**config.mk**
```make
export PLATFORM = sky130hd
export DESIGN_NAME = decode_stage_sb
export DESIGN_NICKNAME = d
export VERILOG_FILES = /design/src/rtl/decode_stage_sb.sv
export SDC_FILE = /design/constraint.sdc
export NUM_CORES = 2
export LEC_CHECK = 0
export BUFFER_PORTS_ARGS = -buffer_cell sky130_fd_sc_hd__buf_2
export CAP_MARGIN = 20
export CORE_MARGIN = 4
export CORE_UTILIZATION = 60
export DETAILED_ROUTE_END_ITERATION = 6
export PLACE_DENSITY_LB_ADDON = 0.2
export SKIP_CTS_REPAIR_TIMING = 1
export SLEW_MARGIN = 20
export SYNTH_ARGS = -nofsm -noshare
export SYNTH_HDL_FRONTEND = slang
export SYNTH_SLANG_ARGS = --single-unit
```
**constraint.sdc**
```tcl
create_clock -name clk -period 3.52 [get_ports clk]
set_clock_uncertainty 0.1 [all_clocks]
set_input_delay 0 -clock clk [delete_from_list [all_inputs] [get_ports clk]]
set_output_delay 0 -clock clk [all_outputs]
set_load 0.02 [all_outputs]
```
**src/rtl/decode_stage_sb.sv**
```systemverilog
// RV64I decode stage: field extraction, immediate build and register-file read with
// write-back bypass, gated by a per-register pending-write scoreboard.
module decode_stage_sb #(
  parameter  int XLEN     = 64,
  parameter  int NUM_REGS = 32,
  parameter  int PEND_W   = 2,
  localparam int RA_W     = $clog2(NUM_REGS)
) (
  input  logic            clk,
  input  logic            reset,
  input  logic            in_valid,
  output logic            in_ready,
  input  logic [31:0]     in_instr,
  input  logic [XLEN-1:0] in_pc,
  output logic            out_valid,
  input  logic            out_ready,
  output logic [XLEN-1:0] out_pc,
  output logic [XLEN-1:0] out_valA,
  output logic [XLEN-1:0] out_valB,
  output logic [XLEN-1:0] out_imm,
  output logic [RA_W-1:0] out_rd,
  output logic            out_rd_wen,
  output logic [6:0]      out_opcode,
  output logic [2:0]      out_funct3,
  output logic [6:0]      out_funct7,
  input  logic            flush,
  input  logic            sb_clear,
  input  logic            wb_en,
  input  logic [RA_W-1:0] wb_rd,
  input  logic [XLEN-1:0] wb_data
);

  localparam logic [6:0] OP_LUI    = 7'b0110111;
  localparam logic [6:0] OP_AUIPC  = 7'b0010111;
  localparam logic [6:0] OP_JAL    = 7'b1101111;
  localparam logic [6:0] OP_JALR   = 7'b1100111;
  localparam logic [6:0] OP_BRANCH = 7'b1100011;
  localparam logic [6:0] OP_LOAD   = 7'b0000011;
  localparam logic [6:0] OP_STORE  = 7'b0100011;
  localparam logic [6:0] OP_IMM    = 7'b0010011;
  localparam logic [6:0] OP_IMM32  = 7'b0011011;
  localparam logic [6:0] OP_OP     = 7'b0110011;
  localparam logic [6:0] OP_OP32   = 7'b0111011;
  localparam logic [PEND_W-1:0] CNT_MAX = '1;

  logic [PEND_W-1:0] r_cnt [NUM_REGS];
  logic [XLEN-1:0]   r_rf  [NUM_REGS];

  logic            r_out_valid;
  logic [XLEN-1:0] r_out_pc, r_out_valA, r_out_valB, r_out_imm;
  logic [RA_W-1:0] r_out_rd;
  logic            r_out_rd_wen;
  logic [6:0]      r_out_opcode, r_out_funct7;
  logic [2:0]      r_out_funct3;

  logic [6:0]      w_opcode;
  logic [RA_W-1:0] w_rd;
  logic            w_use_rs1, w_use_rs2, w_has_rd, w_rd_wen;
  logic [31:0]     w_imm32;
  logic [XLEN-1:0] w_imm;
  logic            w_wb_we, w_out_hs, w_sat, w_accept;

  assign w_opcode = in_instr[6:0];
  assign w_rd     = in_instr[7 +: RA_W];
  assign w_wb_we  = wb_en & (wb_rd != '0);
  assign w_out_hs = r_out_valid & out_ready & !flush;

  always_comb begin
    w_use_rs1 = 1'b0;
    w_use_rs2 = 1'b0;
    w_has_rd  = 1'b0;
    w_imm32   = '0;
    case (w_opcode)
      OP_LUI, OP_AUIPC: begin
        w_has_rd = 1'b1;
        w_imm32  = {in_instr[31:12], 12'b0};
      end
      OP_JAL: begin
        w_has_rd = 1'b1;
        w_imm32  = {{11{in_instr[31]}}, in_instr[31], in_instr[19:12], in_instr[20],
                    in_instr[30:21], 1'b0};
      end
      OP_JALR, OP_LOAD, OP_IMM, OP_IMM32: begin
        w_use_rs1 = 1'b1;
        w_has_rd  = 1'b1;
        w_imm32   = {{20{in_instr[31]}}, in_instr[31:20]};
      end
      OP_STORE: begin
        w_use_rs1 = 1'b1;
        w_use_rs2 = 1'b1;
        w_imm32   = {{20{in_instr[31]}}, in_instr[31:25], in_instr[11:7]};
      end
      OP_BRANCH: begin
        w_use_rs1 = 1'b1;
        w_use_rs2 = 1'b1;
        w_imm32   = {{19{in_instr[31]}}, in_instr[31], in_instr[7], in_instr[30:25],
                     in_instr[11:8], 1'b0};
      end
      OP_OP, OP_OP32: begin
        w_use_rs1 = 1'b1;
        w_use_rs2 = 1'b1;
        w_has_rd  = 1'b1;
      end
      default: ;
    endcase
  end

  assign w_imm    = {{(XLEN-32){w_imm32[31]}}, w_imm32};
  assign w_rd_wen = w_has_rd & (w_rd != '0);

  // Per-source hazard and operand read; a write-back landing this cycle both
  // retires the last pending write and supplies the operand value.
  logic [RA_W-1:0] w_src     [2];
  logic [XLEN-1:0] w_src_val [2];
  logic [1:0]      w_src_use;
  logic [1:0]      w_src_haz;

  assign w_src[0]  = in_instr[15 +: RA_W];
  assign w_src[1]  = in_instr[20 +: RA_W];
  assign w_src_use = {w_use_rs2, w_use_rs1};

  genvar gi;
  generate
    for (gi = 0; gi < 2; gi++) begin : g_src
      logic [PEND_W-1:0] w_cnt;
      logic              w_live;
      logic              w_wb_hit;
      assign w_cnt    = r_cnt[w_src[gi]];
      assign w_live   = w_src_use[gi] & (w_src[gi] != '0);
      assign w_wb_hit = w_wb_we & (wb_rd == w_src[gi]);
      assign w_src_haz[gi] = w_live &
          ((r_out_valid & r_out_rd_wen & (r_out_rd == w_src[gi])) |
           (w_cnt > PEND_W'(1)) |
           ((w_cnt == PEND_W'(1)) & !w_wb_hit));
      assign w_src_val[gi] = !w_live ? '0 : (w_wb_hit ? wb_data : r_rf[w_src[gi]]);
    end
  endgenerate

  assign w_sat    = w_rd_wen & (r_cnt[w_rd] == CNT_MAX);
  assign in_ready = reset & !flush & !(|w_src_haz) & !w_sat & (!r_out_valid | out_ready);
  assign w_accept = in_valid & in_ready;

  always_ff @(posedge clk or negedge reset) begin
    if (!reset) begin
      r_out_valid  <= 1'b0;
      r_out_pc     <= '0;
      r_out_valA   <= '0;
      r_out_valB   <= '0;
      r_out_imm    <= '0;
      r_out_rd     <= '0;
      r_out_rd_wen <= 1'b0;
      r_out_opcode <= '0;
      r_out_funct3 <= '0;
      r_out_funct7 <= '0;
    end else if (flush) begin
      r_out_valid <= 1'b0;
    end else if (w_accept) begin
      r_out_valid  <= 1'b1;
      r_out_pc     <= in_pc;
      r_out_valA   <= w_src_val[0];
      r_out_valB   <= w_src_val[1];
      r_out_imm    <= w_imm;
      r_out_rd     <= w_has_rd ? w_rd : '0;
      r_out_rd_wen <= w_rd_wen;
      r_out_opcode <= w_opcode;
      r_out_funct3 <= in_instr[14:12];
      r_out_funct7 <= in_instr[31:25];
    end else if (out_ready) begin
      r_out_valid <= 1'b0;
    end
  end

  logic [NUM_REGS-1:0] w_cnt_inc, w_cnt_dec;
  generate
    for (gi = 0; gi < NUM_REGS; gi++) begin : g_cnt
      assign w_cnt_inc[gi] = w_out_hs & r_out_rd_wen & (r_out_rd == RA_W'(gi));
      assign w_cnt_dec[gi] = w_wb_we & (wb_rd == RA_W'(gi));
    end
  endgenerate

  // Issue and retire on the same register cancel; retire at zero is ignored.
  always_ff @(posedge clk or negedge reset) begin
    if (!reset) begin
      for (int i = 0; i < NUM_REGS; i++) r_cnt[i] <= '0;
    end else if (sb_clear) begin
      for (int i = 0; i < NUM_REGS; i++) r_cnt[i] <= '0;
    end else begin
      for (int i = 0; i < NUM_REGS; i++) begin
        if (w_cnt_inc[i] & !w_cnt_dec[i])
          r_cnt[i] <= r_cnt[i] + PEND_W'(1);
        else if (w_cnt_dec[i] & !w_cnt_inc[i] & (r_cnt[i] != '0))
          r_cnt[i] <= r_cnt[i] - PEND_W'(1);
      end
    end
  end

  always_ff @(posedge clk or negedge reset) begin
    if (!reset) begin
      for (int i = 0; i < NUM_REGS; i++) r_rf[i] <= '0;
    end else if (w_wb_we) begin
      r_rf[wb_rd] <= wb_data;
    end
  end

  assign out_valid  = r_out_valid;
  assign out_pc     = r_out_pc;
  assign out_valA   = r_out_valA;
  assign out_valB   = r_out_valB;
  assign out_imm    = r_out_imm;
  assign out_rd     = r_out_rd;
  assign out_rd_wen = r_out_rd_wen;
  assign out_opcode = r_out_opcode;
  assign out_funct3 = r_out_funct3;
  assign out_funct7 = r_out_funct7;

endmodule

```
# ---- After elaboration in Yosys (flattened, before gate mapping)
# Index checks and enable logic that the tools add are counted.
dict set report word_totals {
  reg_bits 2360
  inputBits 172
  out_inout_bits 281
  wordCells 661
}
dict set report classes {
  n_addsub 64
  magnitude_cmp 7
  eq_ne 80
  muxes 95
  bitwise_logic 192
  reduce_logical 149
}
# cell count
set op_table {}
lappend op_table {{$bwmux W2048} 1}
lappend op_table {{$bmux W64 S5} 2}
lappend op_table {{$mux W64} 10}
lappend op_table {{$demux W64 S5} 1}
lappend op_table {{$and A1 B1 Y1} 182}
lappend op_table {{$eq A5 B5 Y1 const B} 32}
lappend op_table {{$pmux W32 S5} 1}
lappend op_table {{$mux W2} 70}
lappend op_table {{$reduce_bool A3 Y1} 33}
lappend op_table {{$eq A5 B4 Y1 const B} 16}
lappend op_table {{$logic_not A1 Y1} 70}
lappend op_table {{$add A2 B1 Y2 const B} 32}
lappend op_table {{$reduce_bool A2 Y1} 32}
lappend op_table {{$sub A2 B1 Y2 const B} 32}
lappend op_table {{$eq A5 B3 Y1 const B} 8}
lappend op_table {{$bmux W2 S5} 3}
lappend op_table {{$eq A7 B6 Y1 const B} 4}
lappend op_table {{$ge A6 B6 Y1 const B} 4}
lappend op_table {{$not A5 Y6} 4}
lappend op_table {{$eq A7 B5 Y1 const B} 3}
lappend op_table {{$eq A7 B7 Y1 const B} 3}
lappend op_table {{$eq A5 B2 Y1 const B} 4}
lappend op_table {{$eq A5 B5 Y1} 4}
lappend op_table {{$reduce_bool A5 Y1} 4}
lappend op_table {{17 further kinds} 32}

# ---- Logic depth before layout (Yosys ltp)
dict set report depth {
  ltp_word 16
  ltp_mapped 14
  depth_no_buf 8
}

# ---- Least setup slack after synthesis
# No wires, ideal clock.
dict set report synth_timing {
  kind {register -> register}
  from {register r_cnt[42] in the netlist's numbering}
  to {register r_out_funct3[0], in the netlist out_funct3[0]}
  setup_ns 0.125
  arrival_ns 2.911
  t_required_ns 3.295
  path_slack_ns 0.384
  path_stages_with_launch 11
  path_buffers 4
  synth_period_minus_slack_ns 3.136
  path_cell_list {dfrtp_1 > clkbuf_1 > mux4_1 > mux4_2 > a22oi_2 > a21oi_1 > or4_4 > buf_6 > buf_12 > buf_12 > mux2_4}
}
dict set report synth_via {
  elab_chain_cells 14
  word_cells_on_any_way 31
  classes_between {2 x order compare; 3 x eq/ne; 9 x mux; 13 x bitwise; 4 x reduce/logical}
}
# element line_no
set synth_lines {}
lappend synth_lines {{from (decl)} 46} ;# logic [PEND_W-1:0] r_cnt [NUM_REGS];
lappend synth_lines {{from (signal, indexed assignment)} 190} ;# r_cnt[i] <= r_cnt[i] + PEND_W'(1);
lappend synth_lines {{from (signal, indexed assignment)} 192} ;# r_cnt[i] <= r_cnt[i] - PEND_W'(1);
lappend synth_lines {{$bmux W2 S5} 128} ;# assign w_cnt = r_cnt[w_src[gi]];
lappend synth_lines {{$mux W2 (implied by the code) (2 in a row)} 128}
lappend synth_lines {{$gt A2 B1 Y1 / $eq A2 B1 Y1 (equally long branches)} {133, 134}}
lappend synth_lines {{$or A1 B1 Y1 / $and A1 B1 Y1 (equally long branches)} {132, 134}}
lappend synth_lines {{$or A1 B1 Y1} 133} ;# (w_cnt > PEND_W'(1)) |
lappend synth_lines {{$and A1 B1 Y1} 131} ;# assign w_src_haz[gi] = w_live &
lappend synth_lines {{$reduce_or A2 Y1} 140} ;# assign in_ready = reset & !flush & !(|w_src_haz) & !w_sat & (!r_out_valid | out_ready);
lappend synth_lines {{$logic_not A1 Y1} 140}
lappend synth_lines {{$and A1 B1 Y1} 140}
lappend synth_lines {{$and A1 B1 Y1 * (2 in a row)} 140}
lappend synth_lines {{$and A1 B1 Y1 *} 141} ;# assign w_accept = in_valid & in_ready;
lappend synth_lines {{$reduce_and A2 Y1 (no line) *} n/a}
lappend synth_lines {{to (signal assigned)} 166} ;# r_out_funct3 <= in_instr[14:12];
lappend synth_lines {{to (decl)} 54} ;# logic [2:0] r_out_funct3;
# Every way passes the cells marked *; elsewhere a longest branch is shown, timed or not. The select of a mux whose other input is x is not followed.
# A chain may end at the register's enable or synchronous reset.

# ---- Worst setup path after layout
dict set report layout_timing {
  from {register r_cnt[20] in the netlist's numbering}
  to {register r_out_valA[30], in the netlist out_valA[30]}
}
dict set report layout_via {
  elab_chain_cells 14
  word_cells_on_any_way 31
  classes_between {2 x order compare; 3 x eq/ne; 9 x mux; 13 x bitwise; 4 x reduce/logical}
}
# element line_no
set layout_lines {}
lappend layout_lines {{$bmux W2 S5} 128}
lappend layout_lines {{$mux W2 (implied by the code) (2 in a row)} 128}
lappend layout_lines {{$gt A2 B1 Y1 / $eq A2 B1 Y1 (equally long branches)} {133, 134}}
lappend layout_lines {{$or A1 B1 Y1 / $and A1 B1 Y1 (equally long branches)} {132, 134}}
lappend layout_lines {{$or A1 B1 Y1} 133}
lappend layout_lines {{$and A1 B1 Y1} 131}
lappend layout_lines {{$reduce_or A2 Y1} 140}
lappend layout_lines {{$logic_not A1 Y1} 140}
lappend layout_lines {{$and A1 B1 Y1} 140}
lappend layout_lines {{$and A1 B1 Y1 * (2 in a row)} 140}
lappend layout_lines {{$and A1 B1 Y1 *} 141}
lappend layout_lines {{$reduce_and A2 Y1 (no line) *} n/a}
lappend layout_lines {{to (signal assigned)} 160} ;# r_out_valA <= w_src_val[0];
lappend layout_lines {{to (decl)} 50} ;# logic [XLEN-1:0] r_out_pc, r_out_valA, r_out_valB, r_out_imm;
# Marks and branches as above.

==> metrics.yaml <==
final_layout:
  final_area_um2: 144000
  nets: 11662
  layout_common_cells: "nand2_1 (3734), dfrtp_1 (2360), mux4_2 (979)"
  syn2layout_area_growth_pct: 13.3
  drive_gt1_share_pct: 29.2
  final_common_cell: "nand2_1"
setup_path:
  cp.required_ns: 4.22
  arrival_ns: 4.17
  cp_max_fo: 31
  rr_startpoint: "r_cnt[20]"
  worstSetupPathType: "flop to flop"
  crit_path_end_kind: "flop"
  crit_path_start: "r_cnt[20]"
  rr_worst_depth: 10
  startpoint_type: "flop"
placement:
  dpl_cell_area_um2: 132000
  dp_hpwl_um: 244000
  routabilityCongestion: 0.900
  port_buffers: 452
clock_network:
  clk_pin_slew_ns: 0.06
  numCtsBuffers: 275
  worstSkewPairLatency_ns: 0.95
  clock-root-buffer: "clkbuf_16"
  cts_tree: "built"
  cts_buffer_depth: 4
  clock-sinks: 2360
  cts.htree.levels: 5
global_routing:
  grt_overflow_total: 0
  grt_max_degree: 177
  grt_pass1_wl_um: 661000
  antenna_found_initial: 17
  grt_usage_pct: 41.1
  grt_pass1_vias: 98641
logic_synthesis:
  synth-seq-cells: 2360
  synthTopCellsByArea: "dfrtp_1 (47%), mux4_2 (17%), nand2_1 (11%), mux2_2 (8.5%), mux2i_1 (3.4%)"
  synth_cells: 11271
  synthesis.area_um2: 127000
  ys.flop_type: "dfrtp_1"
  synth_top_area_cell: "dfrtp_1"
  synth_edf_count: 0
  syn_area_per_cell_um2: 11.3
  synthArstFlopShare_pct: 100
  yosysSeqAreaShare_pct: 46.5
  synth_top_area_share_pct: 46.5
  ys_types: 65
  yosysWarnings: 0
  synth_nets: 11443
timing:
  worst-slew-pin-transition_ns: 1.24
  rsz0062_at_grt: "no"
  period_share_pct: 98.4
  whs_ns: -0.00456
  slew_violations: 0
  hold_viol: 2
  max_slew_margin_pct: 17.3
  max_freq_mhz: 289
  finalSetupViolCount: 0
  finalCriticalPeriod_ns: 3.46
worst_hold_path:
  hold_class: "primary input to flop"
  hp-start: "wb_data[41]"
  holdPathStages: 4
power:
  ir_drop_v: 0.000430
  pwr_density_cell_nw_per_um2: 547
  power_uw: 78700
  static-leakage-power_uw: 0.0691
die:
  core_area_um2: 210000
  rows: 168
  start_util_pct: 60.4
  die_height_um: 468
  die_w_um: 468
  die_area_um2: 219000
  io_pins: 453
route:
  vias: 101018
  viasPerCell: 6.97
  avgRoutedWirePerCell_um: 31.6
  wirelength_um: 458000
  first_pass_iters: 7
  drtIter0Drc: 14973
  antenna_left: 0
  drc: 25
run_status:
  violations: "DRC, hold timing"
  status: "finished with violations"
run:
  max_cap_violations: 0
cell type report:
cell class,instances,area [um^2]
multi-input cells,7754,63200
repair buffers,1069,9290
clock inverters,59,624
inverters,30,113
flip-flops and latches,2360,59100
clock buffers,391,7990
well taps,2805,3510
diodes,27,67.6
fillers,14641,66200
layer usage:
metal / vias to the layer above / global-route usage, % / wire, um
met2: 8117 / 59.3 / 200000
met3: 1857 / 14.8 / 66400
met1: 51014 / 54.4 / 162000
li1: 40022 / - / -
met4: 8 / 23.5 / 29300
met5: - / 0 / 114
power by group:
group / internal, uW / switching [uW]
Clock: 16600 / 11600
Combinational: 8100 / 7160
Sequential: 31700 / 3520
Total: 56400 / 22200
sequential cells by signal, indices dropped and copies added (netlist names), 3 cells and up:
signal,cells
out_funct3,3
out_funct7,7
out_imm,32
out_opcode,7
out_pc,64
out_rd,5
out_valA,64
out_valB,64
r_cnt,64
r_rf,2048
final timing paths:
| check | endpoint | slack [ns] |
|---|---|---|
| worst max register to register | out_valA[30] | 0.06 |
| min in group asynchronous | out_pc[27] | 0.22 |
| worst min register to register | r_rf[2045] | 0.30 |
| worst min-delay path | r_rf[1577] | -0.005 |
| worst max-delay path | out_valA[30] | 0.06 |
| max in group asynchronous | r_rf[1692] | 1.10 |
metrics by stage:
step | hold slack [ns] | cells | setup TNS [ns] | utilization, % | setup WS, ns
final | -0.00456 | 14495 | 0 | 68.5 | 0.0558
after global routing | 0.00690 | 14471 | 0 | 68.5 | 0.000915
after CTS | -1.17 | 14196 | -0.0398 | 67.1 | -0.0398
after detailed placement | -0.181 | 13746 | 0 | 63.0 | 0.0134
after global placement | -0.180 | 13746 | 0 | 63.0 | 0.0600
after floorplan | -0.396 | 11271 | 0 | - | 0.384
worst max-delay path: stages, from the launching register on:
cell and delay (ns):
dfrtp_1 0.45, mux4_2 0.49, nor2b_4 0.14, a211oi_2 0.21, a31oi_1 0.07, a311oi_1 0.27
a21oi_1 0.15, or4_4 0.58, buf_12 0.21, clkbuf_16 0.25, mux2_4 0.30
cells in the mapped netlist (all sizes together) (20+ instances only):
| library cell | instances |
|---|---|
| a211oi | 109 |
| a21oi | 201 |
| a221oi | 89 |
| a22oi | 97 |
| and2 | 23 |
| buf | 315 |
| clkbuf | 812 |
| dfrtp | 2360 |
| inv | 29 |
| mux2 | 1152 |
| mux2i | 426 |
| mux4 | 980 |
| nand2 | 3768 |
| nand2b | 20 |
| nand3 | 33 |
| nand4 | 30 |
| nor2 | 279 |
| nor3 | 31 |
| o211ai | 81 |
| o21ai | 205 |
| o22ai | 71 |
| xnor2 | 22 |
logic make-up after synthesis:
group | synth area share, %
buf+inv | 4.04
compound gates | 4.71
simple gates | 12.9
xor+xnor | 0.214
mux | 31.6
flops | 46.5
Power figures use the tool's default switching activity.
